<file path="config.mk">
export PLATFORM = sky130hd
export DESIGN_NAME = load_store_sequencer_flat
export DESIGN_NICKNAME = d
export VERILOG_FILES = /design/src/rtl/lsu_pkg.sv /design/src/rtl/load_store_sequencer_if.sv /design/src/rtl/lsu_extend.sv /design/src/rtl/load_store_sequencer.sv /design/src/flat_wrapper.sv
export SDC_FILE = /design/constraint.sdc
export NUM_CORES = 1
export LEC_CHECK = 0
export CORE_ASPECT_RATIO = 1.4
export CORE_MARGIN = 2
export CORE_UTILIZATION = 55
export CTS_CLUSTER_DIAMETER = 40
export DETAILED_ROUTE_END_ITERATION = 10
export PLACE_DENSITY = 0.81
export SYNTH_ARGS = -nofsm -noshare
export SYNTH_HDL_FRONTEND = slang
export SYNTH_SLANG_ARGS = --single-unit
</file>
<file path="constraint.sdc">
create_clock -name clk -period 12.5 [get_ports clk]
set_input_delay 1.25 -clock clk [delete_from_list [all_inputs] [get_ports clk]]
set_output_delay 1.25 -clock clk [all_outputs]
set_load 0.05 [all_outputs]
</file>
<file path="src/rtl/lsu_pkg.sv">
// lsu_pkg: shared types and helpers for the load/store sequencer.
package lsu_pkg;
  typedef enum logic [1:0] {SZ_B, SZ_H, SZ_W, SZ_D} size_e;
  typedef enum logic [1:0] {IDLE, ACCESS, RESP} state_e;
  function automatic logic [3:0] nbytes(size_e s);
    return 4'd1 << s;
  endfunction
endpackage

</file>
<file path="src/rtl/load_store_sequencer_if.sv">
// load_store_sequencer_if: EX-side request/response handshake of the load/store sequencer.
interface load_store_sequencer_if #(parameter int ADDR_W = 64) ();
  import lsu_pkg::*;
  logic req_valid, req_ready, req_write, req_signed;
  size_e req_size;
  logic [ADDR_W-1:0] req_addr;
  logic [63:0] req_wdata, rsp_rdata;
  logic rsp_valid, rsp_err;
  modport master (output req_valid, req_write, req_size, req_signed, req_addr, req_wdata,
                  input req_ready, rsp_valid, rsp_rdata, rsp_err);
  modport slave (input req_valid, req_write, req_size, req_signed, req_addr, req_wdata,
                 output req_ready, rsp_valid, rsp_rdata, rsp_err);
endinterface

</file>
<file path="src/rtl/lsu_extend.sv">
// lsu_extend: sign/zero-extends the low (1<<size) bytes of a load buffer to 64 bits.
module lsu_extend
  import lsu_pkg::*;
(
  input  logic [63:0] buffer,
  input  size_e       size,
  input  logic        sgn,
  output logic [63:0] result
);
  logic s;
  always_comb begin
    s = sgn & (size == SZ_B ? buffer[7] : size == SZ_H ? buffer[15] : size == SZ_W ? buffer[31] : buffer[63]);
    result = size == SZ_B ? {{56{s}}, buffer[7:0]} :
             size == SZ_H ? {{48{s}}, buffer[15:0]} :
             size == SZ_W ? {{32{s}}, buffer[31:0]} : buffer;
  end
endmodule

</file>
<file path="src/rtl/load_store_sequencer.sv">
// load_store_sequencer: serialises B/H/W/D accesses into little-endian byte memory cycles.
// Define MISALIGN_TRAP_EN to reject accesses whose address is not a multiple of their size.
module load_store_sequencer
  import lsu_pkg::*;
#(
  parameter int MEM_BYTES = 32,
  parameter int ADDR_W = 64
) (
  input  logic              clk,
  input  logic              reset,
  load_store_sequencer_if.slave ls,
  output logic [ADDR_W-1:0] mem_adr,
  output logic [7:0]        mem_datain,
  output logic              mem_w,
  output logic              mem_r,
  input  logic [7:0]        mem_dataout
);
  localparam logic [ADDR_W:0] LIMIT = (ADDR_W+1)'(MEM_BYTES);
  state_e state;
  size_e size;
  logic write, sgn, bad;
  logic [2:0] cnt, nxt, last;
  logic [ADDR_W-1:0] base;
  logic [ADDR_W:0] end_addr;
  logic [63:0] wdata, buffer, buf_next, ext;
  always_comb begin
    nxt = cnt + 3'd1;
    last = 3'(nbytes(size) - 4'd1);
    buf_next = buffer;
    buf_next[{cnt, 3'b000} +: 8] = mem_dataout;
    // one extra bit so an address near the top of the space cannot wrap past the check
    end_addr = {1'b0, ls.req_addr} + {{(ADDR_W-3){1'b0}}, nbytes(ls.req_size)};
    bad = end_addr > LIMIT;
`ifdef MISALIGN_TRAP_EN
    bad = bad | (|(ls.req_addr[2:0] & 3'(nbytes(ls.req_size) - 4'd1)));
`else
    bad = bad | 1'b0;
`endif
  end
  lsu_extend u_extend (.buffer(buf_next), .size(size), .sgn(sgn), .result(ext));
  always_ff @(posedge clk or posedge reset)
    if (reset) begin
      state <= IDLE;
      cnt <= '0;
      write <= 1'b0;
      sgn <= 1'b0;
      size <= SZ_B;
      base <= '0;
      wdata <= '0;
      buffer <= '0;
      ls.req_ready <= 1'b1;
      ls.rsp_valid <= 1'b0;
      ls.rsp_rdata <= '0;
      ls.rsp_err <= 1'b0;
      mem_adr <= '0;
      mem_datain <= '0;
      mem_w <= 1'b0;
      mem_r <= 1'b0;
    end else
      case (state)
        IDLE: if (ls.req_valid) begin
          write <= ls.req_write;
          sgn <= ls.req_signed;
          size <= ls.req_size;
          base <= ls.req_addr;
          wdata <= ls.req_wdata;
          buffer <= '0;
          cnt <= '0;
          ls.req_ready <= 1'b0;
          if (bad) begin
            state <= RESP;
            ls.rsp_valid <= 1'b1;
            ls.rsp_err <= 1'b1;
            ls.rsp_rdata <= '0;
          end else begin
            state <= ACCESS;
            mem_adr <= ls.req_addr;
            mem_datain <= ls.req_wdata[7:0];
            mem_w <= ls.req_write;
            mem_r <= !ls.req_write;
          end
        end
        ACCESS: begin
          if (!write) buffer <= buf_next;
          if (cnt == last) begin
            state <= RESP;
            mem_adr <= '0;
            mem_datain <= '0;
            mem_w <= 1'b0;
            mem_r <= 1'b0;
            ls.rsp_valid <= 1'b1;
            ls.rsp_err <= 1'b0;
            ls.rsp_rdata <= write ? '0 : ext;
          end else begin
            cnt <= nxt;
            mem_adr <= base + {{(ADDR_W-3){1'b0}}, nxt};
            mem_datain <= wdata[{nxt, 3'b000} +: 8];
          end
        end
        default: begin
          state <= IDLE;
          ls.rsp_valid <= 1'b0;
          ls.rsp_err <= 1'b0;
          ls.req_ready <= 1'b1;
        end
      endcase
endmodule

</file>
<file path="src/flat_wrapper.sv">
// flat-port wrapper written by rule: the top's interface ports become plain ports
module load_store_sequencer_flat import lsu_pkg::*;
#(
  parameter int MEM_BYTES = 32,
  parameter int ADDR_W = 64
)
  (clk, reset, mem_adr, mem_datain, mem_w, mem_r, mem_dataout, ls_req_valid, ls_req_write, ls_req_size, ls_req_signed, ls_req_addr, ls_req_wdata, ls_req_ready, ls_rsp_valid, ls_rsp_rdata, ls_rsp_err);
  load_store_sequencer_if #(.ADDR_W(ADDR_W)) ls_i ();
  input  logic clk;
  input  logic reset;
  output logic [ADDR_W-1:0] mem_adr;
  output logic [7:0] mem_datain;
  output logic mem_w;
  output logic mem_r;
  input  logic [7:0] mem_dataout;
  input wire logic [$bits(ls_i.req_valid)-1:0] ls_req_valid;
  input wire logic [$bits(ls_i.req_write)-1:0] ls_req_write;
  input wire logic [$bits(ls_i.req_size)-1:0] ls_req_size;
  input wire logic [$bits(ls_i.req_signed)-1:0] ls_req_signed;
  input wire logic [$bits(ls_i.req_addr)-1:0] ls_req_addr;
  input wire logic [$bits(ls_i.req_wdata)-1:0] ls_req_wdata;
  output wire logic [$bits(ls_i.req_ready)-1:0] ls_req_ready;
  output wire logic [$bits(ls_i.rsp_valid)-1:0] ls_rsp_valid;
  output wire logic [$bits(ls_i.rsp_rdata)-1:0] ls_rsp_rdata;
  output wire logic [$bits(ls_i.rsp_err)-1:0] ls_rsp_err;
  assign ls_i.req_valid = ls_req_valid;
  assign ls_i.req_write = ls_req_write;
  assign ls_i.req_size = ls_req_size;
  assign ls_i.req_signed = ls_req_signed;
  assign ls_i.req_addr = ls_req_addr;
  assign ls_i.req_wdata = ls_req_wdata;
  assign ls_req_ready = ls_i.req_ready;
  assign ls_rsp_valid = ls_i.rsp_valid;
  assign ls_rsp_rdata = ls_i.rsp_rdata;
  assign ls_rsp_err = ls_i.rsp_err;
  load_store_sequencer #(.MEM_BYTES(MEM_BYTES), .ADDR_W(ADDR_W)) u_core (.clk(clk), .reset(reset), .ls(ls_i), .mem_adr(mem_adr), .mem_datain(mem_datain), .mem_w(mem_w), .mem_r(mem_r), .mem_dataout(mem_dataout));
endmodule
</file>
==> results of run 1 <==
## cells by family (layout without fill, tap and decap cells)
group	after synthesis	in the layout	synth area share (%)
adder cells (fa/ha/maj)	15	15	1.106
XOR/XNOR	92	92	4.397
multiplexers	65	65	5.100
other	0	5	0
AO/OA/AOI/OAI	406	406	15.57
flip-flops	342	342	46.71
buffers and inverters	179	421	3.851
AND/OR/NAND/NOR	972	972	23.27
## worst max-delay path by stage
| stage | start | endpoint | slack, ps | cells past startpoint |
|---|---|---|---|---|
| after global routing | ls_req_size[1] | u_core.ls.rsp_rdata[33]$_DFFE_PP0P_ | 6230 | 16 |
| after detailed placement | ls_req_size[1] | u_core.ls.rsp_rdata[33]$_DFFE_PP0P_ | 6140 | 15 |
| after floorplan | reset | u_core.base[0]$_DFFE_PP0P_ | 1770 | 1 |
| final | ls_req_size[1] | u_core.ls.rsp_rdata[33]$_DFFE_PP0P_ | 6560 | 15 |
| after CTS | ls_req_size[1] | u_core.ls.rsp_rdata[33]$_DFFE_PP0P_ | 6670 | 16 |
| after global placement | ls_req_size[1] | u_core.ls.rsp_rdata[33]$_DFFE_PP0P_ | 6260 | 15 |
## where the power goes
group          switching [mW]  leakage, nW  internal (mW)  total [mW]
Combinational           0.205         5.14          0.132       0.336
Sequential             0.0529         4.23           1.17        1.22
Clock                   0.486        0.699          0.758        1.24
Total                   0.743         10.1           2.06        2.80
## tightest hold or removal path, delay by kind of cell, from the launching register on
kind,cells,cell delay [ps]
flip-flops,1,340
AND/OR/NAND/NOR,2,100
## per-layer routing
metal / GRT usage (%) / vias up
li1: - / 7680
met1: 39.21 / 8161
met2: 56.72 / 758
met3: 5.821 / 204
met4: 18.29 / 6
met5: 0 / -
## stage by stage
stage | worst slack (ps) | instance area (um^2) | hold slack, ps | cells
floorplan | 1772 | 18330 | 440.3 | 2071
global placement | 6262 | 21390 | 455.0 | 2684
detailed placement | 6139 | 21390 | 459.9 | 2684
CTS | 6672 | 22820 | 474.6 | 2758
global route | 6232 | 22830 | 496.1 | 2762
finish | 6559 | 22840 | 475.6 | 2763
## placed cells by master, fill, tap and decap left out, types with 30 or more instances in the layout
cell | synthesis | layout
clkbuf_16 | 0 | 42
inv_1 | 39 | 38
a21oi_1 | 36 | 36
a22o_1 | 41 | 41
dfrtp_1 | 341 | 341
o21ai_0 | 111 | 111
nand3_1 | 59 | 59
nand2_1 | 601 | 600
nor2_1 | 134 | 133
xor2_1 | 50 | 50
nand4_1 | 31 | 31
mux2i_1 | 30 | 30
xnor2_1 | 42 | 42
clkdlybuf4s50_1 | 0 | 283
o211ai_1 | 33 | 33
## registers in the layout, summed over array words and instances (netlist names), 2 cells and up
| register | count |
|---|---|
| u_core.base | 64 |
| u_core.buffer | 64 |
| u_core.cnt | 3 |
| u_core.ls.rsp_rdata | 64 |
| u_core.mem_adr | 64 |
| u_core.mem_datain | 8 |
| u_core.size | 2 |
| u_core.state | 2 |
| u_core.wdata | 64 |
## cell type report
| cell class | instances | area share, % |
|---|---|---|
| Inverter | 40 | 0.6904 |
| Tap cell | 445 | 2.438 |
| Antenna cell | 5 | 0.05479 |
| Clock buffer | 55 | 5.211 |
| Multi-Input combinational cell | 1550 | 39.84 |
| Clock inverter | 19 | 1.085 |
| Timing Repair Buffer | 307 | 13.19 |
| Sequential cell | 342 | 37.48 |
==> impl.org, run 1 <==
** Status
- Result of the run :: finished clean

** Critical path
- At the worst endpoint, the required time is 12920 ps.
- R2R cell count :: 11
- Minimum setup slack among reg-to-reg paths :: approximately 7500 ps
- Startpoint class of the critical path :: input port
- The worst register-to-register path ends at u_core.ls.rsp_rdata[28]$_DFFE_PP0P_.
- Combined buffer and inverter count along the critical path :: 4
- Category of the worst setup path capture point :: register
- Data arrival time at the worst-slack endpoint :: around 6400 ps
- For this design, the slowest cell found on the critical path is a211oi_2.
- Ordered cell list for the critical path :: clkdlybuf4s50_1 -> and2_1 -> ha_1 -> nand3_1 -> a211oi_2 -> nand4_1 -> nor3_1 -> mux2_2 -> a211oi_1 -> nand4_1 -> buf_4 -> o21ai_4 -> buf_4 -> inv_2 -> mux2_1
- In this design, the stage delay of the slowest critical-path cell is 670 ps.
- In this run the critical register-to-register path is launched from u_core.cnt[1]$_DFFE_PP0P_.
- Critical path class :: in -> reg
- Along the worst path, the maximum fanout reaches 36.
- Crit-path leading delay family :: buffers and inverters

** Min path
- Hold Path End :: u_core.wdata[35]$_DFFE_PP0P_
- Worst Hold Depth :: 2
- Launch point of the worst hold path :: u_core.wdata[35]$_DFFE_PP0P_
- The worst hold path belongs to the class reg -> reg.

** GRT
- Initial antenna violation count :: 7
- Entering global routing, the biggest net connects between 100 and 150 pins.
- After global routing the overflow that remains totals 0.
- Global routing used 33.08% of the available tracks across all layers.
- The number of global-route vias before repair came to 17.12k.
- The first global-routing pass estimated roughly 90000 um of wire.

** Yosys
- Post-synth EDFFs :: 0
- Largest area contributor in the netlist :: dfrtp_1
- Top cells by area, synth :: dfrtp_1 47%, nand2_1 12%, o21ai_0 3.0%
- Each instance of the synthesized netlist takes up on average between 8 and 9 um^2.
- After synthesis, the share of flip-flops with an asynchronous set or reset is 100.0%.
- Among all flip-flop cells after synthesis, the most frequent one is dfrtp_1.
- After synthesis the netlist holds a flip-flop and latch count of 342.
- Most repeated cell in the gate-level netlist after synthesis :: nand2_1
- Syn nets :: 2229
- Seq/Total Area, Yosys :: between 40% and 50%
- Summed over its instances, the top area cell type makes up a little under half of the synthesized netlist area.
- Leading post-synthesis cells by instance count :: 601 x nand2_1, 341 x dfrtp_1, 134 x nor2_1, 116 x clkbuf_1, 111 x o21ai_0
- Syn. warnings :: 0
- In this run the cell area of the synthesized design comes to 18330 um^2.
- The cell count after synthesis came out at 2071.
- Synthesis instantiated 74 different standard cells from the library.

** Route
- Routed vias :: 16.81k
- Remaining routing DRC violations :: 0
- Summed over all nets, wire length on met3 after detailed routing comes to 3767 um.
- Wires add up to 56690 um.
- Count of routing violations after the opening detailed-route iteration :: 1349
- The count of nets left with antenna violations once routing finished came out at 0.
- After detailed routing, the met2 layer carries 28540 um of wire.
- Number of search-and-repair iterations in the first detailed-routing pass :: 6
- In the final routed layout, each cell accounts on average for between 20 and 25 um.
- Length of routed wiring on met1 :: 21130 um
- Uppermost layer routed :: met5
- After detailed routing, the number of vias per cell comes to 6.084.

** Placed design
- Port Buffer Count :: 283
- DP HPWL :: about 40000 um
- Routability-driven placement finished with a final weighted congestion of 0.9597.

** Floorplanning
- The die is 158.3 um wide.
- Total Die Area :: 34820 um^2
- The floorplan step set the die height to 220.0 um.
- Ports placed on the boundary :: 284
- The floorplan step defined a core boundary enclosing 33010 um^2.
- The floorplan has 79 rows.
- For this configuration, the core starts out at a cell density of 55.51%.

** Layout
- Area taken by multi-input logic gates :: about 9100 um^2
- Utilization after layout :: between 60% and 70%
- Area used by sequential logic in the layout :: between 8000 and 9000 um^2
- After the last flow step, the layout net total stands at 2439.
- After filler insertion, the fill cell instance count of the layout stands at ~2.6k.
- Relative to the synthesized area, the layout overhead comes to 24.61%.
- Layout cells sized above 1 :: 6.788%

** STA
- In this run the tightest slew margin relative to its limit is 17.65%.
- Setup repair after global routing left no endpoint under its margin.
- The clock arrives with between 15 and 20 ps of skew.
- The worst path in the final design needs a cycle of 5941 ps, including I/O delays and setup.
- Maximum clock rate :: 0.1683 GHz
- Final number of max-transition violations :: 0
- Setup total negative slack :: 0 ps
- At the pin with the least slew margin, the transition time is 1231 ps.
- After layout, the worst path uses 47.52% of the clock period.
- The hold violation count in the final report came to 0.
- Final setup fails :: 0

** Power and ir drop
- The analysis attributes to cell leakage a power of 10.07 nW.
- IR Drop Worst-Case VDD :: around 0.13 mV
- Overall power consumption after layout is estimated at 2.801 mW.
- Cell Pwr Density :: 122.7 nW/um^2

** CTS
- CTS H-tree lvls :: 2
- After clock tree synthesis, the clock-pin slew on the worst setup and hold paths is 60 ps.
- Clock tree sinks :: 342
- The number of gates resized after CTS was 0.
- The tree is rooted in a clkbuf_16.
- TritonCTS clock tree :: yes
- Clock latency on the worst-skew pair :: 550 ps
- Post-CTS Hold Fix Bufs :: 0
- Total CTS buffers :: 40
- Number of setup buffers added after CTS :: 0
- The clock passes through at most 3 buffers.

** Flow run
- Number of max-capacitance violations reported :: 0
Power figures use the tool's default switching activity.
==> run 2: changes to the inputs <==
clock period = 5.5 ns   (was 12.5 ns; I/O delays follow)
==> impl.org, run 2 (synthesized netlist as in run 1, its figures left out) <==
** Route
- Routed vias :: 16.76k
- Dividing the detail-routed wire length by the instance count gives between 20 and 25 um.
- In this run, the number of DRC markers left after iteration 0 of detailed routing was 1265.
- The pre-antenna-repair detailed-routing pass consisted of 7 iterations.
- After detailed routing, the number of remaining DRC violations is 0.
- Residual antenna-violating net count after detailed routing :: 0
- The routed design has roughly 56000 um of wire.
- Using the TritonRoute via totals, the vias-per-cell ratio works out to 6.049.

** STA
- Clock skew :: 21.42 ps
- In this run the tightest slew margin relative to its limit is 17.28%.
- Of the available clock period, the critical path in the final layout requires 86.35%.
- Setup slack on the critical path of the routed design comes to 750.9 ps.
- At the pin with the least slew margin, the transition time is ~1200 ps.
- Final number of max-transition violations :: 0
- Maximum clock rate :: 0.2106 GHz
- The smallest clock period supported by the final layout is computed as 4749 ps.
- Number of hold violations in the final report :: 0
- Setup repair after global routing missed its margin :: false
- Summed over all failing endpoints, the final setup total negative slack is 0 ps.
- Setup violations remaining at the end of the flow were counted as 0.

** Power and ir drop
- Combinational share of power :: between 10 and 15%
- Across the VDD grid, the largest voltage drop is 0.2204 mV.
- Dividing total power by cell area gives a power density of roughly 270 nW/um^2.
- Part of the total power dissipated in sequential elements :: 45.1%
- Internal Dissipation :: 4.472 mW
- In this run the static leakage power is 10.07 nW.
- Of the total power, the clock network draws 42.7%.
- Switching share of power :: 27.46%
- NetSw :: 1.693 mW

** Critical path
- Category of the worst setup path capture point :: register
- For this design, the slowest cell found on the critical path is a211oi_2.
- Crit-path leading delay family :: simple AND/OR/NAND/NOR gates
- Measured in cells, the most critical reg-to-reg path has a length of 12.
- STA classifies the critical path startpoint as an input port.
- For the worst setup path, the data required time is 5940 ps.
- Combined buffer and inverter count along the critical path :: 2
- Library cell appearing most often on the critical path :: nand4_1
- Of all nets on the critical path, the largest fanout is 20.
- Data arrival time at the worst-slack endpoint :: 5190 ps
- Critical path class :: in -> reg
- Highest cell delay on the worst timing path :: 640 ps
- The critical path crosses 13 cells after its start point.
- Ordered cell list for the critical path :: clkdlybuf4s50_1 -> and2_1 -> ha_1 -> nand3_1 -> a211oi_2 -> nand4_1 -> nor3_1 -> mux2_2 -> a211oi_1 -> nand4_1 -> buf_4 -> or2_1 -> o311ai_1

** Min path
- The tightest min-delay check is of the reg -> reg type.
- Worst Hold Depth :: 2

** CTS
- Buffers added to address setup during post-CTS repair amount to 0.
- Clock root buffer :: clkbuf_16
- Total CTS buffers :: 40
- Clock tree sinks :: around 340
- Post-CTS repair changed the size of 0 cells.
- Clock-pin slew on the worst setup and hold paths :: 60 ps
- At the later pin of the worst-skew pair, clock insertion delay measures approximately 550 ps.
- TritonCTS built the clock tree.
- CTS H-tree lvls :: 2
- Post-CTS Hold Fix Bufs :: 0
- The clock passes through at most 3 buffers.

** Layout
- Fillers :: 2633
- Area used by sequential logic in the layout :: 8559 um^2
- In the final layout, the multi-input gates occupy 9101 um^2.
- Layout cells sized above 1 :: 7.029%
- Leaving out fill and tap cells, the most frequent cells in the layout are 600 x nand2_1, 341 x dfrtp_1, 283 x clkdlybuf4s50_1, 132 x nor2_1, 111 x o21ai_0.
- Leaving out fill and tap cells, the most frequent cell in the layout is nand2_1.
- Layout Nets :: 2447
- The area growth from synthesis to layout is 24.41%.
- Final non-filler cell area :: ~23000 um^2

** Floorplanning
- Effective utilization at floorplan :: 55.51%
- Total Die Area :: 34820 um^2
- Placement Rows :: 79
- Die H :: between 200 and 250 um
- Core outline area :: between 30000 and 40000 um^2
- For this design the top-level I/O count stands at about 280.
- The die is 158.3 um wide.

** GRT
- Vias in the first global route :: 16.68k
- Total congestion overflow after global routing :: 0
- Initial antenna violation count :: 8
- The first global-routing pass estimated 88330 um of wire.
- Total Routing Usage GR :: 32.45%
- Entering global routing, the biggest net connects roughly 130 pins.

** Status
- The run finished with clean final reports.

** Placed design
- DP HPWL :: roughly 40000 um
- In this run the tool buffered the top-level ports with about 280 buffer cells.
- Routability-driven placement finished with a final weighted congestion of about 0.95.
- Before CTS, the worst setup slack after placement is around 370 ps.
- The placed instances occupy a cell area of 21470 um^2.

** Flow run
- Across the run, the number of max-cap violations was 0.
run 2: cell types whose count changed in the layout (fill, tap and decap cells not counted), sizes merged:
cell      change
buf           +8
inv           +6
clkbuf        -5
bufinv        -3
clkinv        +1
clkinvlp      -1
diode         +1
run 2: per-layer routing:
layer  vias up  part of all wire (%)  track usage (%)  wire [um]
met5         -                 0.061                0         34
met4         6                   5.9            17.96       3312
met1      8122                    37            38.78      20900
met2       740                    50            55.48      28000
li1       7689                     -                -          -
met3       199                   6.8            5.408       3821
run 2: final cells by class:
type,count,area share (%)
antenna,6,0.06585
clock buffer,50,4.873
clock inverter,22,0.8945
inverter,40,0.6750
multi-input combinational,1550,39.92
sequential,342,37.54
tap,445,2.442
timing repair buffer,315,13.59
run 2: through the flow:
stage	hold WS (ps)	utilization (%)	std cells	power, mW
4_1_cts	473.4	69.01	2764	6.197
3_3_place_gp	453.3	65.02	2692	3.540
3_5_place_dp	458.6	65.02	2692	3.568
6_report	471.8	69.06	2770	6.165
5_1_grt	484.8	69.04	2768	6.402
2_1_floorplan	440.3	-	2071	3.262
run 2: worst paths after layout:
kind | end | slack [ps] | startpoint
max in group asynchronous | u_core.ls.rsp_rdata[51]$_DFFE_PP0P_ | 3560 | reset
hold / removal | u_core.wdata[39]$_DFFE_PP0P_ | 470 | u_core.wdata[39]$_DFFE_PP0P_
setup reg to reg | u_core.mem_adr[63]$_DFFE_PP0P_ | 1240 | u_core.cnt[0]$_DFFE_PP0P_
min in group asynchronous | u_core.ls.rsp_rdata[12]$_DFFE_PP0P_ | 570 | reset
setup / recovery | u_core.mem_r$_DFFE_PP0P_ | 750 | ls_req_size[1]
hold reg to reg | u_core.wdata[39]$_DFFE_PP0P_ | 470 | u_core.wdata[39]$_DFFE_PP0P_
run 2: worst min-delay path, cell delays in order, from the launching register on:
cell and delay [ps]:
dfrtp_1 340, nand2_1 50, nand2_1 50
run 2: power by group through the flow:
stage | clock network, mW | logic, mW | registers (mW)
2_1_floorplan | 0 | 0.467 | 2.80
3_3_place_gp | 0 | 0.730 | 2.81
3_5_place_dp | 0 | 0.746 | 2.82
4_1_cts | 2.67 | 0.751 | 2.78
5_1_grt | 2.77 | 0.832 | 2.80
6_report | 2.63 | 0.752 | 2.78
